**src/rtl/adder_datapath_seq.sv**
```systemverilog
// adder_datapath_seq: handshaked WIDTH-bit adder with a bit-serial ripple
// engine and a single-cycle carry-lookahead engine.
// S layout: [WIDTH:0] ripple sum, [2*WIDTH+1:WIDTH+1] lookahead sum; each
// sum is {carry-out, WIDTH-bit sum}; an unused half is always zero.
// Optional feature: define ADDER_XCHECK_EN to compare the two engines in
// mode 10 and report disagreement on mismatch.
// Handshake: an operation is accepted on a rising edge where
// in_valid && in_ready; in_ready is high whenever the FSM is IDLE, so a new
// operation may be accepted in the same cycle out_valid pulses.
module adder_datapath_seq #(
  parameter int WIDTH = 4,
  parameter int CNT_W = 8
) (
  input  logic                 clk,
  input  logic                 rst_n,
  input  logic                 in_valid,
  output logic                 in_ready,
  input  logic [1:0]           mode,
  input  logic [WIDTH-1:0]     A,
  input  logic [WIDTH-1:0]     B,
  input  logic                 Cin,
  output logic [2*WIDTH+1:0]   S,
  output logic                 out_valid,
  output logic                 busy,
  output logic [CNT_W-1:0]     op_count,
  output logic                 mismatch,
  output logic                 dbg_state_o
);

  localparam int IW = (WIDTH > 1) ? $clog2(WIDTH) : 1;
  localparam logic [WIDTH:0] ZERO_SUM = '0;

  typedef enum logic {ST_IDLE, ST_SERIAL} state_e;

  state_e              state_q;
  logic [WIDTH-1:0]    a_q, b_q, racc_q;
  logic                cin_q, carry_q, la_pend_q, out_valid_q;
  logic [1:0]          mode_q;
  logic [IW-1:0]       idx_q;
  logic [2*WIDTH+1:0]  s_q;
  logic [CNT_W-1:0]    cnt_q;

  logic [WIDTH:0]      la_sum_d, rip_sum_d, la_carry;
  logic [WIDTH-1:0]    racc_d, la_g, la_p;
  logic                bit_a, bit_b, bit_s_d, bit_co_d, last_bit, prod, cterm;

  // Carry-lookahead engine on the captured operands: every carry is a flat
  // sum of generate terms gated by the propagate products above them.
  always_comb begin
    la_g     = a_q & b_q;
    la_p     = a_q ^ b_q;
    la_carry = '0;
    prod     = 1'b1;
    cterm    = 1'b0;
    la_carry[0] = cin_q;
    for (int i = 0; i < WIDTH; i++) begin
      prod  = 1'b1;
      cterm = 1'b0;
      for (int j = i; j >= 0; j--) begin
        cterm = cterm | (prod & la_g[j]);
        prod  = prod & la_p[j];
      end
      cterm = cterm | (prod & cin_q);
      la_carry[i+1] = cterm;
    end
    la_sum_d = {la_carry[WIDTH], la_p ^ la_carry[WIDTH-1:0]};
  end

  // Ripple engine: one full-adder bit per SERIAL cycle; the final bit is
  // folded in combinationally so S can load on the bit WIDTH-1 edge.
  always_comb begin
    bit_a    = a_q[idx_q];
    bit_b    = b_q[idx_q];
    bit_s_d  = bit_a ^ bit_b ^ carry_q;
    bit_co_d = (bit_a & bit_b) | (carry_q & (bit_a ^ bit_b));
    racc_d   = racc_q;
    racc_d[idx_q] = bit_s_d;
    rip_sum_d = {bit_co_d, racc_d};
    last_bit  = (idx_q == IW'(WIDTH - 1));
  end

`ifdef ADDER_XCHECK_EN
  logic mismatch_q;
`endif

  // Control FSM, operand capture, serial state and result register.
  always_ff @(posedge clk) begin
    if (!rst_n) begin
      state_q     <= ST_IDLE;
      a_q         <= '0;
      b_q         <= '0;
      cin_q       <= 1'b0;
      mode_q      <= 2'b00;
      la_pend_q   <= 1'b0;
      idx_q       <= '0;
      carry_q     <= 1'b0;
      racc_q      <= '0;
      s_q         <= '0;
      out_valid_q <= 1'b0;
      cnt_q       <= '0;
`ifdef ADDER_XCHECK_EN
      mismatch_q  <= 1'b0;
`endif
    end else begin
      out_valid_q <= 1'b0;
      la_pend_q   <= 1'b0;
      // A lookahead op accepted on the previous edge completes here; the
      // operand registers may be overwritten by a new accept on this edge.
      if (la_pend_q) begin
        s_q         <= {la_sum_d, ZERO_SUM};
        out_valid_q <= 1'b1;
        cnt_q       <= cnt_q + CNT_W'(1);
`ifdef ADDER_XCHECK_EN
        mismatch_q  <= 1'b0;
`endif
      end
      case (state_q)
        ST_IDLE: begin
          if (in_valid) begin
            a_q    <= A;
            b_q    <= B;
            cin_q  <= Cin;
            mode_q <= mode;
            if (mode[0]) begin
              la_pend_q <= 1'b1;
            end else begin
              state_q <= ST_SERIAL;
              idx_q   <= '0;
              carry_q <= Cin;
              racc_q  <= '0;
            end
          end
        end
        ST_SERIAL: begin
          racc_q  <= racc_d;
          carry_q <= bit_co_d;
          idx_q   <= idx_q + IW'(1);
          if (last_bit) begin
            state_q     <= ST_IDLE;
            idx_q       <= '0;
            s_q         <= {(mode_q == 2'b10) ? la_sum_d : ZERO_SUM, rip_sum_d};
            out_valid_q <= 1'b1;
            cnt_q       <= cnt_q + CNT_W'(1);
`ifdef ADDER_XCHECK_EN
            mismatch_q  <= (mode_q == 2'b10) && (rip_sum_d != la_sum_d);
`endif
          end
        end
        default: state_q <= ST_IDLE;
      endcase
    end
  end

  assign in_ready    = (state_q == ST_IDLE);
  assign busy        = (state_q == ST_SERIAL);
  assign dbg_state_o = state_q;
  assign S           = s_q;
  assign out_valid   = out_valid_q;
  assign op_count    = cnt_q;
`ifdef ADDER_XCHECK_EN
  assign mismatch    = mismatch_q;
`else
  assign mismatch    = 1'b0;
`endif

endmodule

```
**config.mk**
```make
export PLATFORM = sky130hd
export DESIGN_NAME = adder_datapath_seq
export DESIGN_NICKNAME = d
export VERILOG_FILES = /design/src/rtl/adder_datapath_seq.sv
export SDC_FILE = /design/constraint.sdc
export NUM_CORES = 1
export LEC_CHECK = 0
export ABC_AREA = 1
export ABC_CLOCK_PERIOD_IN_PS = 2090
export CAP_MARGIN = 20
export CORE_MARGIN = 2
export CORE_UTILIZATION = 35
export CTS_CLUSTER_SIZE = 16
export DETAILED_ROUTE_END_ITERATION = 16
export GPL_ROUTABILITY_DRIVEN = 0
export PLACE_DENSITY = 0.56
export SYNTH_ARGS = -nofsm -noshare
export SYNTH_HDL_FRONTEND = slang
export SYNTH_SLANG_ARGS = --single-unit
```
**constraint.sdc**
```tcl
create_clock -name clk -period 2.09 [get_ports clk]
set_input_delay 0.627 -clock clk [delete_from_list [all_inputs] [get_ports clk]]
set_output_delay 0.627 -clock clk [all_outputs]
set_load 0.005 [all_outputs]
```
## Yosys cells after proc, flatten, opt, wreduce, memory -nomap -nowiden

Index checks and enable logic that the tools add are counted.

- $lt $le $gt $ge: 2
- Mux-type cells: 32
- Reductions and logical operators: 4
- Add/subtract/negate cells: 2
- Equality and inequality tests: 4
- Bitwise logic cells: 37

Operators with widths:

| cell | count |
|---|---|
| $mux 10 | 3 |
| $mux 8 | 3 |
| $and 1x1->1 | 18 |
| $mux 1 | 12 |
| $or 1x1->1 | 11 |
| $add 8x1->8 const B | 1 |
| $mux 4 | 2 |
| $pmux 4 s2 | 1 |
| $xor 4x4->4 | 2 |
| $mux 2 | 3 |
| $mux 5 | 1 |
| $and 4x4->4 | 1 |
| $bmux 1 s2 | 2 |
| $bwmux 4 | 1 |
| $eq 2x2->1 const B | 2 |
| $ne 2x2->1 const B | 2 |
| $pmux 1 s2 | 2 |
| $pmux 2 s2 | 1 |
| $reduce_and 2->1 | 2 |
| $lt 2x3->1 const B | 1 |
| $not 1->1 | 3 |
| $reduce_or 3->1 | 1 |
| $add 2x1->2 const B | 1 |
| $demux 1 s2 | 1 |
| other kinds (3) | 4 |

- Bits of input ports: 14
- Word-level logic and storage cells: 93
- Output and inout bits: 23
- Register bits after elaboration: 39

## Longest topological paths before layout

Gate-level depths: netlist (run 1).

- Depth in word-level cells: 9
- Depth in mapped cells: 9
- Mapped depth without buffers: 9

## Worst setup path before layout (run 1)

No wires, ideal clock.

- Path type: register to register
- Start: register idx_q[0]
- End: register racc_q[0]
- Data arrival time: 1.643 ns
- Path slack: 0.376 ns
- Clock period less this slack: 1.714 ns
- Required time: 2.019 ns
- Stages on the path, launching flop included: 9
- Buffers on the path: 0
- Path through: dfxtp_1 -> inv_1 -> o21ai_0 -> o22ai_1 -> fa_1 -> nand2_1 -> o21ai_0 -> nand2_1 -> a21oi_1

- Cells in the longest elaborated chain, start to end: 6

Ends and longest elaborated chain:

| element | RTL line | source |
|---|---|---|
| from (decl) | 39 | `logic [IW-1:0] idx_q;` |
| from (signal assigned) | 137 | `idx_q <= idx_q + IW'(1);` |
| $lt 2x3->1 (implied by the code) (tied with other cells) | 77 | `racc_d[idx_q] = bit_s_d;` |
| $logic_and 1x1->1 (implied by the code) (tied with other cells) | 77 |  |
| $mux 1 (implied by the code) / $xor 1x1->1 (equally long branches) | 77, 74 |  |
| $demux 1 s2 / $xor 1x1->1 (equally long branches) | 77, 74 |  |
| $bwmux 4 * | 77 |  |
| $pmux 4 s2 * | 117 | `case (state_q)` |
| to (signal assigned) | 135 | `racc_q <= racc_d;` |
| to (decl) | 36 | `logic [WIDTH-1:0] a_q, b_q, racc_q;` |

Every way passes the cells marked *; elsewhere a longest branch is shown, timed or not. The select of a mux whose other input is x is not followed.
A chain may end at the register's enable or synchronous reset.

## Worst setup path in the final report (run 1)

- Start: register state_q (netlist: busy)
- End: output in_ready

- Cells in the longest elaborated chain, start to end: 1

Ends and longest elaborated chain:

| element | RTL line | source |
|---|---|---|
| from (decl) | 35 | `state_e state_q;` |
| from (signal assigned) | 89 | `state_q <= ST_IDLE;` |
| from (signal assigned) | 127 | `state_q <= ST_SERIAL;` |
| from (signal assigned) | 139 | `state_q <= ST_IDLE;` |
| $not 1->1 (no source line) | -- |  |
| to (decl) | 17 | `output logic in_ready,` |

No other way between the ends.

==> results.rst, run 1 <==
.. list-table::
   :header-rows: 1

   * - Metric
     - Value
   * - Type of the tightest min-delay check
     - register to register
   * - Clock Skews
     - 10.1 ps
   * - Setup violation total in the final timing report
     - 0
   * - Row Count
     - 26
   * - Insertion delay to the later sink of the worst-skew pair
     - 290 ps
   * - Num CTS Buffers
     - 5
   * - Register-to-register path setup slack
     - 270 ps
   * - Remaining Overflow, GRT
     - 0
   * - End point of the worst hold path
     - S[0]$_SDFF_PN0_
   * - Clock input transition at the sequential cells of the worst setup and hold paths
     - 80 ps
   * - Leakage
     - 0.977 nW
   * - Transition time of the tightest slew-check pin
     - 633 ps
   * - Fraction of the mapped netlist area in compound gates
     - 14.2%
   * - Number of warnings printed during yosys synthesis
     - 0
   * - Number of max-slew violations in the final report
     - 0
   * - Final Hold Fails
     - 0
   * - Final total power
     - 0.00179 W
   * - Fillers
     - 530
   * - Post-route insts no fill
     - 359
   * - Hold buffer count at cts
     - 0
   * - R2r endpoint
     - racc_q[2]$_SDFFE_PN0P_
   * - Die Footprint
     - 5860 sq um
   * - Clock tree root buffer cell
     - clkbuf_8
   * - Category of the worst setup path capture point
     - output pin
   * - Post-CTS setup repair buffer count
     - 0
   * - Mapped Cells
     - 251
   * - Simple-gate share of the synthesized area
     - 25.3%
   * - Type of element launching the critical path
     - register
   * - Peak supply drop
     - 411 uV
   * - Main area contributors after synthesis
     - dfxtp_1 41%, nand2_1 11%, nor2_1 7.9%
   * - Worst R2R Start
     - idx_q[1]$_SDFFE_PN0P_
   * - Yosys top cell by area
     - dfxtp_1
   * - Count of placed standard cells including taps
     - 351
   * - Global-route wire length before repair
     - 6730 um
   * - Via Count
     - 1,596
   * - Power density relative to cell area
     - 752 nW/um^2
   * - Chip Height
     - 76.5 um
   * - Synthesized netlist net count
     - 276
   * - Final min period
     - 1860 ps
   * - Library cells used by synthesis
     - 26
   * - Parity-gate share of the synthesized area counting xor and xnor cells
     - 0.951%
   * - Critical path data required time
     - 1460 ps
   * - Number of maximum-capacitance violations
     - 0
   * - Number of sinks handled by clock tree synthesis
     - 38
   * - Achievable Freq
     - 536 MHz
   * - Hold depth
     - 2
   * - Tot GR Track Use
     - 14.1%
   * - Largest net degree at the start of global routing
     - 21
   * - Combinational family with the most area after synthesis
     - simple AND/OR/NAND/NOR gates
   * - Number of port buffers
     - 35
   * - Portion of synthesized cell area occupied by the leading cell type
     - 41.3%
   * - Estimated wirelength of the detail-placed design
     - 2910 um
   * - Sequential cell area
     - 761 sq um
   * - Die X-Extent
     - 76.5 um
   * - Slew headroom
     - 57.7%
   * - Deepest level of the CTS H-tree
     - 2
   * - Antenna cells
     - 0
   * - Worst-case reg-to-reg path depth
     - 8
   * - Post-Syn Area
     - 1840 sq um
   * - Critical Path Slowest Stage Cell
     - clkdlybuf4s50_1
   * - TritonCTS clock tree
     - done
   * - Effective utilization at floorplan
     - 36.1%
   * - Share of cell area taken by muxes after synthesis
     - 0%
   * - Via-per-instance ratio
     - 4.45
   * - DRT Pass-1 Iters
     - 4
   * - RSZ-0062 raised after global routing
     - false
   * - Cell-by-cell trace of the critical path
     - inv_2 -> clkdlybuf4s50_1
   * - Net count, final
     - 313
   * - Hold Worst Slack
     - 464 ps
   * - Area taken by multi-input logic gates
     - 901 sq um
   * - Cell family with the largest share of critical-path delay
     - buffers and inverters
   * - Vias in the first global route
     - 1,504
   * - Drt total wl
     - 3920 um
   * - Mean instance size in the synthesized netlist
     - 7.34 sq um
   * - Sequential-to-total area share from yosys stat
     - 41.3%
   * - Worst hold path startpoint
     - S[0]$_SDFF_PN0_
   * - Average detailed-routed wire length per instance
     - 10.9 um
   * - Arithmetic-cell share of the synthesized area counting full adders, half adders and majority gates
     - 8.29%
   * - Area of the placeable core
     - 5110 sq um
   * - First DRT Iteration DRCs
     - 56
   * - Cells resized by post-CTS repair
     - 0
   * - Critical path buffers and inverters
     - 2
   * - Summed negative setup slack over all endpoints
     - 0 ps
   * - Data arrival, critical path
     - 1240 ps
   * - Run status
     - complete, no violations
   * - Antenna viol nets, final
     - 0
   * - Max clock buf depth
     - 2
   * - DRC errors left
     - 0
   * - Number of storage elements in the synthesis netlist
     - 38
   * - CP Class
     - register to output pin
   * - Ratio of cells with drive above 1 in the final layout
     - 5.88%
   * - Slowest Stage Delay on Critical Path
     - 500 ps
   * - Maximum fanout along the worst path
     - 4
   * - Number of antenna violations at the first check in global routing
     - 0
   * - Count of pins on the block boundary
     - 37
   * - Syn-to-layout area delta
     - 29.5%
   * - Share of the cycle needed by the critical path after routing
     - 89.2%
cell type report:
cell class              instances  area share, %
multi-input cells             174           37.8
flip-flops and latches         38           31.9
repair buffers                 39           15.9
inverters                      30           4.72
well taps                      70           3.67
clock buffers                   6           3.46
clock inverters                 2           2.52
metrics by stage:
step | cell area, sq um | setup slack (ps) | util, %
after floorplan | 1840 | 376 | -
after global placement | 2240 | 266 | 43.9
after detailed placement | 2240 | 252 | 43.9
after CTS | 2380 | 202 | 46.7
after global routing | 2380 | 110 | 46.7
final | 2380 | 225 | 46.7
worst register-to-register path, cell delays in order (launching register included):
cell,delay [ps]
dfxtp_1,420
inv_1,130
o21ai_0,90
o22ai_1,110
fa_1,580
nand2_1,60
o21ai_0,120
nand2_1,90
a21oi_1,140
metal layers:
metal | share of wire, % | GRT usage [%] | vias up
met5 | 0 | 0 | -
met4 | 1.1 | 4.36 | 0
met3 | 2.9 | 3.20 | 4
met2 | 47 | 24.6 | 27
met1 | 49 | 17.2 | 694
li1 | - | - | 871
Yosys cell counts (all sizes together):
cell type   n
a211oi      3
a21oi      18
a31oi       1
buf         6
clkbuf      3
conb        1
dfxtp      38
fa          2
ha          9
inv        30
nand2      58
nand3       9
nand3b      2
nand4       1
nor2       39
nor3        3
o211a       1
o21a        1
o21ai      21
o21bai      1
o22ai       2
xor2        2
power by group:
part	total, W	switching, W	leakage [nW]	internal [W]
Clock	0.000774	0.000265	0.0714	0.000509
Sequential	0.000779	0.0000234	0.310	0.000755
Combinational	0.000241	0.000131	0.595	0.000110
Total	0.00179	0.000419	0.977	0.00137
layout by cell type (no fill, tap or decap):
master,Yosys,layout
inv_2,1,1
nand3_1,9,9
conb_1,1,1
nand2_2,2,2
o22ai_1,2,2
dfxtp_1,38,38
nand2_4,2,2
nand2_1,54,54
xor2_1,2,2
o211a_1,1,1
o21bai_1,1,1
bufinv_16,0,2
a31oi_1,1,1
clkdlybuf4s50_1,0,35
fa_1,2,2
nor2_1,39,39
a211oi_1,3,3
o21a_1,1,1
buf_4,3,4
nand4_1,1,1
nor3_1,3,3
clkbuf_8,0,6
o21ai_0,21,21
ha_1,9,9
nand3b_1,2,2
a21oi_1,18,18
inv_1,29,29
worst max-delay path by stage:
stage	cells after the start	start	end
after global placement	3	rst_n	busy$_SDFF_PN0_
after global routing	8	idx_q[1]$_SDFFE_PN0P_	racc_q[1]$_SDFFE_PN0P_
after CTS	2	busy$_SDFF_PN0_	in_ready
after floorplan	8	idx_q[0]$_SDFFE_PN0P_	racc_q[0]$_SDFFE_PN0P_
after detailed placement	3	rst_n	busy$_SDFF_PN0_
final	2	busy$_SDFF_PN0_	in_ready
registers in the layout, summed over array words and instances, names as in the netlist:
name       flops
S             10
a_q            4
b_q            4
busy           1
carry_q        1
cin_q          1
idx_q          2
la_pend_q      1
mode_q         2
op_count       8
out_valid      1
racc_q         3
cells by family (layout without fill, tap and decap cells):
family          count (synthesis)  count (layout)
simple gates                  112             112
compound gates                 48              48
buf+inv                        39              77
flops                          38              38
fa+ha+maj                      11              11
xor+xnor                        2               2
other cells                     1               1
Power figures use the tool's default switching activity.
==> run 2, diff against run 1 <==
CAP_MARGIN = 10   (was 20)
CORE_ASPECT_RATIO = 0.9   (was unset)
==> run 2 against run 1 <==
Against the previous run:
- sequential power is 0.6% higher
- routed wire length increased by 6.2%
- clock skew is 5.9 ps lower
- die area about the same
- critical path type unchanged
==> results.rst, run 2 (synthesis gave the netlist of run 1 again) <==
.. list-table::
   :header-rows: 1

   * - Metric
     - Value
   * - Antenna viol nets, final
     - 0 (unchanged)
   * - Syn-to-layout area delta
     - 27.5% (was 29.5%)
   * - Maximum fanout along the worst path
     - 6 (was 4)
   * - Cell family with the largest share of critical-path delay
     - buffers and inverters (unchanged)
   * - Max reg flops
     - 10 (unchanged)
   * - Commonest cells after routing, fill and taps aside
     - 54 x nand2_1, 39 x nor2_1, 38 x dfxtp_1, 35 x clkdlybuf4s50_1, 28 x inv_1 (was 54 x nand2_1, 39 x nor2_1, 38 x dfxtp_1, 35 x clkdlybuf4s50_1, 29 x inv_1)
   * - Switching share of power
     - 27.4% (was 23.4%)
   * - Row Count
     - 25 (was 26)
   * - Worst-case reg-to-reg path depth
     - 8 (unchanged)
   * - Remaining Overflow, GRT
     - 0 (unchanged)
   * - Largest net degree at the start of global routing
     - 18 (was 21)
   * - DRT Pass-1 Iters
     - 4 (unchanged)
   * - Number of max-slew violations in the final report
     - 0 (unchanged)
   * - Type of element launching the critical path
     - register (unchanged)
   * - Count of pins on the block boundary
     - 37 (unchanged)
   * - Drt total wl
     - 4160 um (was 3920 um)
   * - Critical Path Slowest Stage Cell
     - clkdlybuf4s50_1 (unchanged)
   * - Critical path data required time
     - 1460 ps (about the same)
   * - R2r endpoint
     - racc_q[2]$_SDFFE_PN0P_ (unchanged)
   * - Cell-by-cell trace of the critical path
     - clkdlybuf4s50_1 (was inv_2 -> clkdlybuf4s50_1)
   * - Number of maximum-capacitance violations
     - 0 (unchanged)
   * - DRC errors left
     - 0 (unchanged)
   * - CP Class
     - register to output pin (unchanged)
   * - Register-to-register path setup slack
     - 170 ps (was 270 ps)
   * - Num CTS Buffers
     - 5 (unchanged)
   * - Levels on crit path
     - 1 (was 2)
   * - Placement Cell Area
     - 2250 sq um (was 2240 sq um)
   * - Share of total power in combinational logic
     - 15.5% (was 13.4%)
   * - Antenna cells
     - 0 (unchanged)
   * - Tot GR Track Use
     - 15.4% (was 14.1%)
   * - Via-per-instance ratio
     - 4.58 (was 4.45)
   * - Area of the placeable core
     - 5160 sq um (was 5110 sq um)
   * - Critical path buffers and inverters
     - 1 (was 2)
   * - Worst R2R Start
     - idx_q[0]$_SDFFE_PN0P_ (was idx_q[1]$_SDFFE_PN0P_)
   * - Deepest level of the CTS H-tree
     - 2 (unchanged)
   * - Chip Height
     - 72.8 um (was 76.5 um)
   * - Clock tree root buffer cell
     - clkbuf_8 (unchanged)
   * - Setup violation total in the final timing report
     - 0 (unchanged)
   * - Summed negative setup slack over all endpoints
     - 0 ps (unchanged)
   * - Max clock buf depth
     - 2 (unchanged)
   * - Data arrival, critical path
     - 1340 ps (was 1240 ps)
   * - Post-CTS setup repair buffer count
     - 0 (unchanged)
   * - Most common library cell in the layout ignoring fill and taps
     - nand2_1 (unchanged)
   * - Insertion delay to the later sink of the worst-skew pair
     - 290 ps (about the same)
   * - Average detailed-routed wire length per instance
     - 11.6 um (was 10.9 um)
   * - Design Area, Final
     - 2350 sq um (was 2380 sq um)
   * - TritonCTS clock tree
     - done (unchanged)
   * - Design internal power
     - 0.00113 W (was 0.00137 W)
   * - Run status
     - complete, no violations (unchanged)
   * - Effective utilization at floorplan
     - 35.7% (was 36.1%)
   * - Hold depth
     - 2 (unchanged)
   * - Type of the tightest min-delay check
     - register to register (unchanged)
   * - Clock input transition at the sequential cells of the worst setup and hold paths
     - 80 ps (about the same)
   * - Worst setup path endpoint
     - dbg_state_o (was in_ready)
   * - Clock power share
     - 34.2% (was 43.2%)
   * - Number of sinks handled by clock tree synthesis
     - 38 (unchanged)
   * - Leakage
     - 0.962 nW (was 0.977 nW)
   * - Vias in the first global route
     - 1,433 (was 1,504)
   * - Clock Skews
     - 4.12 ps (was 10.1 ps)
   * - Slowest Stage Delay on Critical Path
     - 560 ps (was 500 ps)
   * - Category of the worst setup path capture point
     - output pin (unchanged)
   * - Net load switching power
     - 0.000426 W (was 0.000419 W)
   * - First DRT Iteration DRCs
     - 75 (was 56)
   * - Final Hold Fails
     - 0 (unchanged)
   * - Sequential Power Share
     - 50.3% (was 43.4%)
   * - Number of port buffers
     - 35 (unchanged)
   * - Power density relative to cell area
     - 663 nW/um^2 (was 752 nW/um^2)
   * - Estimated wirelength of the detail-placed design
     - 3110 um (was 2910 um)
   * - Fillers
     - 525 (was 530)
   * - Number of antenna violations at the first check in global routing
     - 0 (unchanged)
   * - Global-route wire length before repair
     - 6910 um (was 6730 um)
   * - Die X-Extent
     - 80.5 um (was 76.5 um)
   * - Net count, final
     - 315 (was 313)
   * - Ratio of cells with drive above 1 in the final layout
     - 6.87% (was 5.88%)
   * - Via Count
     - 1,639 (was 1,596)
   * - Achievable Freq
     - 507 MHz (was 536 MHz)
   * - Peak supply drop
     - 341 uV (was 411 uV)
   * - Final min period
     - 1970 ps (was 1860 ps)
   * - Crit. Startpoint
     - busy$_SDFF_PN0_ (unchanged)
   * - Share of the cycle needed by the critical path after routing
     - 94.3% (was 89.2%)
   * - RSZ-0062 raised after global routing
     - false (unchanged)
   * - Die Footprint
     - 5860 sq um (about the same)
[run 2: cell types whose count changed in the layout (fill, tap and decap cells not counted), sizes merged]
cell	previous run	this run
clkinv	0	1
bufinv	2	0
buf	4	6
clkinvlp	0	1
[run 2: how the worst min path moves through the flow]
stage                            from                      to
6_report       racc_q[0]$_SDFFE_PN0P_  racc_q[0]$_SDFFE_PN0P_
2_1_floorplan  racc_q[0]$_SDFFE_PN0P_  racc_q[0]$_SDFFE_PN0P_
3_5_place_dp   racc_q[0]$_SDFFE_PN0P_  racc_q[0]$_SDFFE_PN0P_
4_1_cts        racc_q[0]$_SDFFE_PN0P_  racc_q[0]$_SDFFE_PN0P_
3_3_place_gp   racc_q[0]$_SDFFE_PN0P_  racc_q[0]$_SDFFE_PN0P_
5_1_grt        racc_q[0]$_SDFFE_PN0P_  racc_q[0]$_SDFFE_PN0P_
[run 2: layout make-up]
cell class | count | area, sq um | share of cell area, %
multi-input combinational | 174 | 901 | 38.4
clock buffer | 6 | 82.6 | 3.52
clock inverter | 2 | 12.5 | 0.533
inverter | 30 | 113 | 4.79
sequential | 38 | 761 | 32.4
tap | 67 | 83.8 | 3.57
timing repair buffer | 41 | 395 | 16.8
[run 2: tightest hold or removal path: stages, from the launching register on]
cell and delay [ps]:
dfxtp_1 310, nand2_1 60, a21oi_1 50
[run 2: timing repair]
| action | 4_1_cts | 5_1_grt |
|---|---|---|
| hold buffers | 0 | 0 |
| endpoints found under the setup margin | 0 | 4 |
| gates resized for setup | 0 | 1 |
[run 2: layer usage]
layer | global-route usage (%) | up-vias | part of all wire [%]
met5 | 0 | - | 0
li1 | - | 871 | -
met3 | 3.71 | 8 | 4.4
met2 | 23.1 | 33 | 44
met1 | 21.5 | 727 | 50
met4 | 6.21 | 0 | 1.6
[run 2: power by group through the flow]
stage	sequential [W]	clock (W)	combinational [W]
floorplan	0.000791	0	0.000162
global placement	0.000800	0	0.000240
detailed placement	0.000800	0	0.000241
CTS	0.000783	0.000551	0.000243
global route	0.000788	0.000576	0.000274
finish	0.000784	0.000532	0.000242
[run 2: stage by stage]
step	power, W	hold slack, ps	setup WS (ps)	std cells	util [%]
finish	0.00156	466	118	358	45.5
global placement	0.00104	447	272	350	43.7
CTS	0.00158	466	91.3	358	45.5
detailed placement	0.00104	454	220	350	43.7
floorplan	0.000953	441	376	251	-
global route	0.00164	478	5.32	358	45.5
==> patch 1 (config.mk and constraints of run 2) <==
`WIDTH`: 4 -> 8.
--- a/src/rtl/adder_datapath_seq.sv
+++ b/src/rtl/adder_datapath_seq.sv
@@ -8,7 +8,7 @@
 // in_valid && in_ready; in_ready is high whenever the FSM is IDLE, so a new
 // operation may be accepted in the same cycle out_valid pulses.
 module adder_datapath_seq #(
-  parameter int WIDTH = 4,
+  parameter int WIDTH = 8,
   parameter int CNT_W = 8
 ) (
   input  logic                 clk,
Interface: changed (resized A, B and S); port bits go from 37 to 53. The function was not compared with the original's and may differ.
==> patch 1 against run 2 <==
- worst hold slack lost 0.012 ns
- critical path depth increased by 9
- non-clock buffer count up 34
- setup slack got worse by 0.075 ns
- design area up 70%
- power grew 76%
- wire length rose by 77%
- synthesized cell count increased by 64%
- synthesized area is 57% higher
- sequential cell count is 22 higher
- clock skew up 0.0036 ns
- largest cell class unchanged
- largest power group unchanged
==> patch 1: results <==
[routing]
drtIter0Drc = 110
wl_met2_mm = 3.32
wirelength_mm = 7.36
routed-wl-met3_microns = 363
wl_per_cell_microns = 12.6
drt_pre_antenna_iters = 5

[yosys]
synthCells = 411
synth_common_cells = nand2_1 (96), dfxtp_1 (60), nor2_1 (50)
seq_area_frac_synth_pct = 41.6
synthTopCellsByArea = dfxtp_1 (42%), nand2_1 (12%), o21ai_0 (6.9%)

[critical_path]
critical-path-max-stage-delay_ns = 0.70
cp.arrival_ns = 2.29
cpMaxStageDelayCell = fa_2
cp_top_family = adder cells

[global_route]
grt_pass1_vias = 2633
grt_pass1_wl_mm = 12.2
grt_use_total_pct = 17.1

[final_layout]
n_all_buffers = 75
fin_area_sq_um = 4000
largest_register_ff_count = 18
drive_above_1_share_pct = 17.0
clock_buffers = 12
clk_share_pct = 5.07
syn2layout_area_growth_pct = 38.5

[cts]
insertion_delay_ns = 0.34
htree_levels = 3
numCtsBuffers = 9
cts.sinks = 60

[placed_design]
hpwl_mm = 5.48
port_buffers = 51

[timing]
fin_worst_skew_ns = 0.00772

[pwr]
p_switching_uw = 740
p_leak_nw = 1.66

[outcome]
status = finished clean
patch 1: cell types whose count changed after synthesis, moves of 4 or more:
cell     before  now
a21oi_1      18   38
buf_2         0    6
dfxtp_1      38   60
inv_1        29   45
nand2_1      54   96
nand3_1       9   21
nor2_1       39   50
nor2_2        0    4
o21ai_0      21   40
patch 1: worst paths after layout:
check / start / cells after the start / end
hold reg to reg: mode_q[1]$_SDFFE_PN0P_ / 2 / mode_q[1]$_SDFFE_PN0P_
hold / removal: mode_q[1]$_SDFFE_PN0P_ / 2 / mode_q[1]$_SDFFE_PN0P_
setup reg to reg: idx_q[0]$_SDFFE_PN0P_ / 10 / S[3]$_SDFF_PN0_
setup / recovery: idx_q[0]$_SDFFE_PN0P_ / 10 / S[3]$_SDFF_PN0_
patch 1: stage by stage:
stage | hold slack (ns) | worst slack, ns
2_1_floorplan | 0.425 | 0.141
4_1_cts | 0.463 | 0.00324
3_5_place_dp | 0.454 | -0.155
5_1_grt | 0.481 | -0.103
6_report | 0.455 | 0.0433
3_3_place_gp | 0.445 | -0.113
patch 1: logic make-up (layout without fill, tap and decap cells):
| family | after synthesis | after routing | synth area share [%] |
|---|---|---|---|
| buffers and inverters | 61 | 137 | 8.44 |
| DFF | 60 | 60 | 41.6 |
| and+or+nand+nor | 186 | 186 | 27.0 |
| other | 1 | 1 | 0.130 |
| xor gates and xnor gates | 3 | 3 | 0.910 |
| AOI/OAI and AO/OA | 87 | 87 | 15.8 |
| adders and majority gates | 13 | 13 | 6.15 |
patch 1: timing repair:
item	in CTS	in global routing
gates cloned	0	0
resized for setup	12	40
endpoints found under the setup margin	17	16
pin swaps	0	14
buffers inserted	0	0
==> patch 2 (flow settings as in run 2) <==
Without the edit above. Reset style: asynchronous (`rst_n`), changed in one clocked block.
--- a/src/rtl/adder_datapath_seq.sv
+++ b/src/rtl/adder_datapath_seq.sv
@@ -84,7 +84,7 @@
 `endif
 
   // Control FSM, operand capture, serial state and result register.
-  always_ff @(posedge clk) begin
+  always_ff @(posedge clk or negedge rst_n) begin
     if (!rst_n) begin
       state_q     <= ST_IDLE;
       a_q         <= '0;
Formal check against the unedited RTL: differs if rst_n is asserted again (counterexample within 4 cycles, from zero or initial values and one cycle with rst_n low); with rst_n held inactive, the same outputs for 10 cycles.
==> patch 2 against run 2 <==
- sequential cell count unchanged
- synthesized area increased by 4.0%
- critical path depth increased by 1
- setup slack got worse by 0.032 ns
- core utilization increased by 1.2 points
- register-to-register slack improved by 0.05 ns
- wire length decreased by 10%
- design area increased by 4.6%
- critical path type unchanged
- critical endpoint is now in_ready
- highest routed layer unchanged
Power is not compared: it rests on default switching activity, and its combinational part moved more than twofold at a synthesized area within 25%.
==> patch 2: results <==
[global_route]
grt_use_total_pct = 14.5
grt_pass1_wl_mm = 6.55
grt_max_degree = 21
grt_pass1_vias = 1412

[final_layout]
nNetsFinal = 268
layout.cells.non_filler = 311
fin_area_sq_um = 2460
drive_above_1_share_pct = 11.9
diodes = 0

[critical_path]
cp.arrival_ns = 1.38
crit_fanout = 7
r2r-start = idx_q[0]$_DFFE_PN0P_
worstSetupStartpoint = busy$_DFF_PN0_
rrSetupSlack_ns = 0.22
cpMaxStageDelayCell = clkdlybuf4s50_1
r2r_end = racc_q[1]$_DFFE_PN0P_
crit_path_end = in_ready

[placed_design]
hpwl_mm = 2.80
dpl_cell_area_sq_um = 2330
place_ws_ns = 0.227
port_buffers = 35
dp_cells = 302

[yosys]
synthArstFlopShare_pct = 100
synthTopCellsByArea = dfrtp_1 (50%), nand2_1 (6.9%), o21ai_0 (6.0%)
synth_nets = 227
synth_ff_type = dfrtp_1
syn_avg_cell_area_sq_um = 9.48
seq_area_frac_synth_pct = 49.6
synth_common_cells = dfrtp_1 (38), nand2_1 (35), inv_1 (30)
ys_types = 29

[timing]
worst_slack_ns = 0.0866
fin_worst_skew_ns = 0.00248
whs_ns = 0.289

[routing]
wirelength_mm = 3.74
viasPerCell = 4.61
drtIter0Drc = 38

[outcome]
status = finished clean

[cts]
cts_resized = 2

[min_path]
hp-class = input pin to asynchronous set/reset pin

[pwr]
p_total_mw = 3.74
[patch 2: metal layers]
metal | wire length [microns] | share of wire [%] | vias up | global-route usage [%]
li1 | - | - | 734 | -
met1 | 1850 | 50 | 661 | 19.0
met2 | 1670 | 45 | 32 | 23.1
met3 | 152 | 4.1 | 7 | 3.40
met4 | 63 | 1.7 | 0 | 6.30
met5 | 0 | 0 | - | 0
[patch 2: logic make-up after synthesis]
kind of cell | share of synthesized area, %
muxes | 4.31
other | 0.196
xor gates and xnor gates | 2.29
DFF | 49.6
adders and majority gates | 7.97
and+or+nand+nor | 16.6
buffers and inverters | 8.03
AOI/OAI and AO/OA | 11.0
[patch 2: cell type report]
| cell class | instances | area share, % |
|---|---|---|
| Timing Repair Buffer | 38 | 15.5 |
| Clock buffer | 8 | 4.48 |
| Tap cell | 67 | 3.41 |
| Inverter | 31 | 4.84 |
| Sequential cell | 38 | 38.8 |
| Multi-Input combinational cell | 129 | 33.0 |
